File: src/rtl/mem_access_ctrl.sv
// Memory-stage access controller: turns one LW/SW/LL/SC into a registered dcache
// request, owns the LL/SC link register, a sticky halt and a REQ-cycle statistic.
module mem_access_ctrl #(
  parameter int unsigned WORD_W = 32,
  parameter int unsigned CNT_W  = 32
) (
  input  logic              CLK,
  input  logic              RST,
  input  logic              op_valid,
  input  logic              dREN_in,
  input  logic              dWEN_in,
  input  logic              ll_in,
  input  logic              sc_in,
  input  logic              halt_in,
  input  logic [WORD_W-1:0] addr_in,
  input  logic [WORD_W-1:0] store_in,
  input  logic              dhit,
  input  logic [WORD_W-1:0] dmemload,
  input  logic              snoop_inv,
  input  logic [WORD_W-1:0] snoop_addr,
  output logic              dmemREN,
  output logic              dmemWEN,
  output logic [WORD_W-1:0] dmemaddr,
  output logic [WORD_W-1:0] dmemstore,
  output logic              mem_stall,
  output logic              mem_done,
  output logic [WORD_W-1:0] result_out,
  output logic              halt_out,
  output logic [CNT_W-1:0]  stall_cycles
);

  localparam logic [WORD_W-1:0] WORD_MASK = ~WORD_W'(3);

  typedef enum logic [1:0] {S_IDLE, S_REQ, S_DONE, S_HALTED} state_e;

  state_e            state_q, state_d;
  logic [WORD_W-1:0] addr_q, addr_d;
  logic [WORD_W-1:0] data_q, data_d;
  logic [WORD_W-1:0] result_q, result_d;
  logic [WORD_W-1:0] link_addr_q, link_addr_d;
  logic              link_valid_q, link_valid_d;
  logic              ren_q, ren_d;
  logic              wen_q, wen_d;
  logic              ll_q, ll_d;
  logic              sc_q, sc_d;
  logic              halt_q, halt_d;
  logic [CNT_W-1:0]  stall_cnt_q, stall_cnt_d;

  logic [WORD_W-1:0] word_addr_c;
  logic              sc_pass_c;

  // SC succeeds only if the link survives this cycle's snoop as well
  assign word_addr_c = addr_in & WORD_MASK;
  assign sc_pass_c   = link_valid_q && (word_addr_c == link_addr_q) &&
                       !(snoop_inv && ((snoop_addr & WORD_MASK) == link_addr_q));

  always_comb begin
    state_d      = state_q;
    addr_d       = addr_q;
    data_d       = data_q;
    result_d     = result_q;
    link_addr_d  = link_addr_q;
    link_valid_d = link_valid_q;
    ren_d        = ren_q;
    wen_d        = wen_q;
    ll_d         = ll_q;
    sc_d         = sc_q;
    halt_d       = halt_q;
    stall_cnt_d  = stall_cnt_q;
    mem_stall    = 1'b0;
    mem_done     = 1'b0;

    case (state_q)
      S_IDLE: begin
        if (op_valid) begin
          if (halt_in) begin
            halt_d   = 1'b1;
            mem_done = 1'b1;
            state_d  = S_HALTED;
          end else if (dREN_in || dWEN_in) begin
            addr_d    = word_addr_c;
            data_d    = store_in;
            ren_d     = dREN_in;
            wen_d     = dWEN_in;
            ll_d      = dREN_in && ll_in;
            sc_d      = 1'b0;
            mem_stall = 1'b1;
            state_d   = S_REQ;
          end else if (sc_in) begin
            // hold EX/MEM until DONE so the SC cannot be skipped
            mem_stall = 1'b1;
            if (sc_pass_c) begin
              addr_d  = word_addr_c;
              data_d  = store_in;
              ren_d   = 1'b0;
              wen_d   = 1'b1;
              ll_d    = 1'b0;
              sc_d    = 1'b1;
              state_d = S_REQ;
            end else begin
              result_d     = '0;
              link_valid_d = 1'b0;
              state_d      = S_DONE;
            end
          end else begin
            mem_done = 1'b1;
          end
        end
      end

      S_REQ: begin
        mem_stall = op_valid;
        if (stall_cnt_q != '1) stall_cnt_d = stall_cnt_q + CNT_W'(1);
        if (dhit) begin
          ren_d   = 1'b0;
          wen_d   = 1'b0;
          state_d = S_DONE;
          if (ren_q) result_d = dmemload;
          if (ll_q) begin
            link_addr_d  = addr_q;
            link_valid_d = 1'b1;
          end
          if (wen_q && (addr_q == link_addr_q)) link_valid_d = 1'b0;
          if (sc_q) begin
            result_d     = WORD_W'(1);
            link_valid_d = 1'b0;
          end
        end
      end

      S_DONE: begin
        mem_done = 1'b1;
        state_d  = S_IDLE;
      end

      default: begin
        mem_done = 1'b1;
      end
    endcase

    // Snoop is checked against the post-update link so it beats a same-cycle LL
    if (snoop_inv && ((snoop_addr & WORD_MASK) == link_addr_d)) link_valid_d = 1'b0;
  end

  always_ff @(posedge CLK) begin
    if (RST) begin
      state_q      <= S_IDLE;
      addr_q       <= '0;
      data_q       <= '0;
      result_q     <= '0;
      link_addr_q  <= '0;
      link_valid_q <= 1'b0;
      ren_q        <= 1'b0;
      wen_q        <= 1'b0;
      ll_q         <= 1'b0;
      sc_q         <= 1'b0;
      halt_q       <= 1'b0;
      stall_cnt_q  <= '0;
    end else begin
      state_q      <= state_d;
      addr_q       <= addr_d;
      data_q       <= data_d;
      result_q     <= result_d;
      link_addr_q  <= link_addr_d;
      link_valid_q <= link_valid_d;
      ren_q        <= ren_d;
      wen_q        <= wen_d;
      ll_q         <= ll_d;
      sc_q         <= sc_d;
      halt_q       <= halt_d;
      stall_cnt_q  <= stall_cnt_d;
    end
  end

  assign dmemREN      = ren_q;
  assign dmemWEN      = wen_q;
  assign dmemaddr     = addr_q;
  assign dmemstore    = data_q;
  assign result_out   = result_q;
  assign halt_out     = halt_q;
  assign stall_cycles = stall_cnt_q;

endmodule

File: config.mk
export PLATFORM = sky130hd
export DESIGN_NAME = mem_access_ctrl
export DESIGN_NICKNAME = d
export VERILOG_FILES = /design/src/rtl/mem_access_ctrl.sv
export SDC_FILE = /design/constraint.sdc
export NUM_CORES = 1
export LEC_CHECK = 0
export CORE_ASPECT_RATIO = 1.1
export CORE_MARGIN = 4
export CORE_UTILIZATION = 30
export CTS_BUF_LIST = sky130_fd_sc_hd__clkbuf_8 sky130_fd_sc_hd__clkbuf_16
export DETAILED_ROUTE_END_ITERATION = 12
export HOLD_SLACK_MARGIN = 0.02
export PLACE_DENSITY_LB_ADDON = 0.1
export SETUP_SLACK_MARGIN = 0.2
export SYNTH_ARGS = -nofsm -noshare
export SYNTH_HDL_FRONTEND = slang
export SYNTH_SLANG_ARGS = --single-unit
File: constraint.sdc
create_clock -name CLK -period 2.2 [get_ports CLK]
set_input_delay 0.44 -clock CLK [delete_from_list [all_inputs] [get_ports CLK]]
set_output_delay 0.44 -clock CLK [all_outputs]
set_load 0.005 [all_outputs]
==> flow_summary.ini <==
[layout]
layout.nets = 1447
drive_gt1_share_pct = 27.85
final_area_mm2 = 0.01408
area_delta_synth_final_pct = 78.52
finish.utilization_pct = 55.07
diodes = 0

[clock_network]
clkTransAtPathRegs_ns = 0.07
clock-root-buffer = clkbuf_16
clk_latency_ns = 0.43
cts_tree = yes
holdBufCountCts = 0
clk_path_buf_depth = 2
clkSinkCount = 166
h-tree-depth = 4
cts_inserted_buffers = 17

[yosys]
synth_commonest_cells = dfxtp_1, nor2_1, mux2i_1
syn_inst = 864
synth.top_cell.area_share_pct = 42.13
yosys_warnings = 0
synth_top_cell_by_area = dfxtp_1
yosysMostFrequentCell = dfxtp_1
synth_edf_count = 0
async_reset_ff_share_pct = 0
syn_avg_cell_area_um2 = 9.129
post_synth_num_cell_types = 44
ys_seq_elements = 166
syn-cell-area_mm2 = 0.007888
synth_area_leaders = dfxtp_1, mux2i_1, xnor2_1
yosysSeqAreaShare_pct = 42.13
synth_ff_type = dfxtp_1

[sta]
setup_tns_ns = -27.44
rsz0062_at_grt = true
setup-violations-final = 100
finalCritPeriodShare_pct = 116.5
fmax_mhz = 390.1
setup_slack_ns = -0.3636
post-route-min-period_ns = 2.564
maxSlewViolCount = 0
hold_viol_final = 0
fin_skew_ns = 0.01510

[grt]
grt_use_total_pct = 19.30
overflow = 0
grt_max_degree = 56
grt_pass1_vias = 8077
grt_pass1_wl_mm = 44.22
antenna_found_initial = 2

[worst_setup_path]
path_max_fanout = 7
rrSetupSlack_ns = -0.31
crit_path_end = result_out[17]
start_kind = input pin
path_class = in2reg
endpoint_kind = flip-flop
required_ns = 2.50
regToRegStartpoint = link_addr_q[31]
r2r.worst_path.cells = 12
reg2reg_to = result_out[17]
critPathLaunch = addr_in[19]
critical_path_arrival_ns = 2.86

[die]
die_area_mm2 = 0.02895
row_count = 61
pin_count = 271
coreArea_mm2 = 0.02557
die_w_um = 162.6
die_h_um = 178.1
start_util_pct = 30.85

[status]
status = finished with violations
violations = setup timing

[power]
p_leak_nw = 5.874
p_per_area_mw_per_mm2 = 672.6
ir_drop_uv = 475.2
power.total_mw = 9.471

[place]
dp_hpwl_mm = 20.25
place.gp.congestion = 0.8603
place_ws_ns = -0.8967
place_area_mm2 = 0.01204
port_buffers = 264

[drt]
avgViaCountPerCell = 4.748
drt_iter0_drc = 418
first_pass_iters = 5
drc = 0
vias = 7901
ant_nets = 0
routed_wl_mm = 29.08
wl_per_cell_um = 17.47

[flow_run]
maxCapViolations = 0

[hold_path]
hold_class = in2reg
==> worst min path at each step <==
stage	startpoint	endpoint	slack [ns]	cells after the start
2_1_floorplan	state_q[1]	state_q[1]	0.45	2
3_3_place_gp	halt_out	halt_out	0.45	2
3_5_place_dp	result_out[14]	result_out[14]	0.46	2
4_1_cts	RST	dmemaddr[24]	0.39	2
5_1_grt	addr_in[2]	dmemaddr[2]	0.35	3
6_report	addr_in[14]	dmemaddr[14]	0.36	3
==> worst max-delay path, cell delays in order <==
cell and delay [ns]:
clkdlybuf4s50_1 0.45, xor2_1 0.19, nor4_1 0.32, nand2_1 0.19
a2111oi_4 0.41, buf_4 0.23, buf_6 0.11, o22ai_4 0.07
buf_12 0.15, buf_12 0.13, nand4_1 0.09, a21oi_1 0.07
==> state kept, by name, summed over array words and instances, names as in the netlist <==
signal / count
dmemstore: 32
link_addr_q: 32
result_out: 32
stall_cycles: 32
dmemaddr: 30
state_q: 2
dmemREN: 1
dmemWEN: 1
halt_out: 1
link_valid_q: 1
ll_q: 1
sc_q: 1
==> cell usage in the layout (no fill, tap or decap), types with 8 or more instances in the layout <==
master | synthesis | layout
o21ai_1 | 0 | 8
o21ai_0 | 43 | 27
mux2i_1 | 92 | 72
dfxtp_1 | 166 | 141
a21oi_1 | 45 | 43
clkbuf_16 | 0 | 20
buf_16 | 0 | 12
xnor2_1 | 86 | 67
buf_4 | 2 | 158
mux2i_2 | 0 | 15
nand4_1 | 59 | 59
nor2_1 | 130 | 126
o21ai_2 | 0 | 8
dfxtp_2 | 0 | 21
buf_6 | 6 | 14
clkdlybuf4s50_1 | 0 | 214
xnor2_2 | 0 | 18
xor2_1 | 57 | 55
buf_12 | 0 | 15
dlygate4sd2_1 | 0 | 42
nand3_1 | 16 | 14
nand2_1 | 23 | 21
==> per-stage QoR <==
stage               hold WS (ns)  std cells
floorplan                 0.4486        865
global placement          0.4530       1579
detailed placement        0.4636       1579
CTS                       0.3898       1650
global route              0.3549       1664
finish                    0.3611       1664
==> area by class of cell <==
type,count,area (um2)
Tap cell,346,432.9
Inverter,8,30.03
Fill cell,2317,11490
Sequential cell,166,3364
Clock buffer,17,425.4
Clock inverter,15,166.4
Multi-Input combinational cell,640,4935
Timing Repair Buffer,472,4727
==> per-layer routing <==
metal	share of wire, %	GRT usage, %	wire [um]
met5	0.062	0	18
met4	2.1	5.033	620
met3	6.0	4.899	1751
met2	49	33.06	14230
met1	43	24.32	12460
==> where the power goes <==
part           total, mW  switching [mW]  leakage (nW)  internal [mW]
registers           3.29           0.132          1.36           3.16
clock network       3.08            1.37         0.293           1.71
logic               3.10            1.39          4.23           1.71
==> repair_timing <==
action / CTS / global route
setup buffers: 28 / 9
endpoints found under the setup margin: 114 / 129
pin swaps: 34 / 66
resized for setup: 152 / 89
gates cloned: 11 / 5
==> kinds of logic after synthesis <==
logic type | after synthesis | share of synthesized area (%)
simple gates | 287 | 17.78
flops | 166 | 42.13
xor+xnor | 143 | 15.88
compound gates | 112 | 8.281
mux | 92 | 11.68
buf+inv | 59 | 3.569
fa+ha+maj | 4 | 0.6345
other cells | 1 | 0.04754
(Power assumes the default switching activity.)
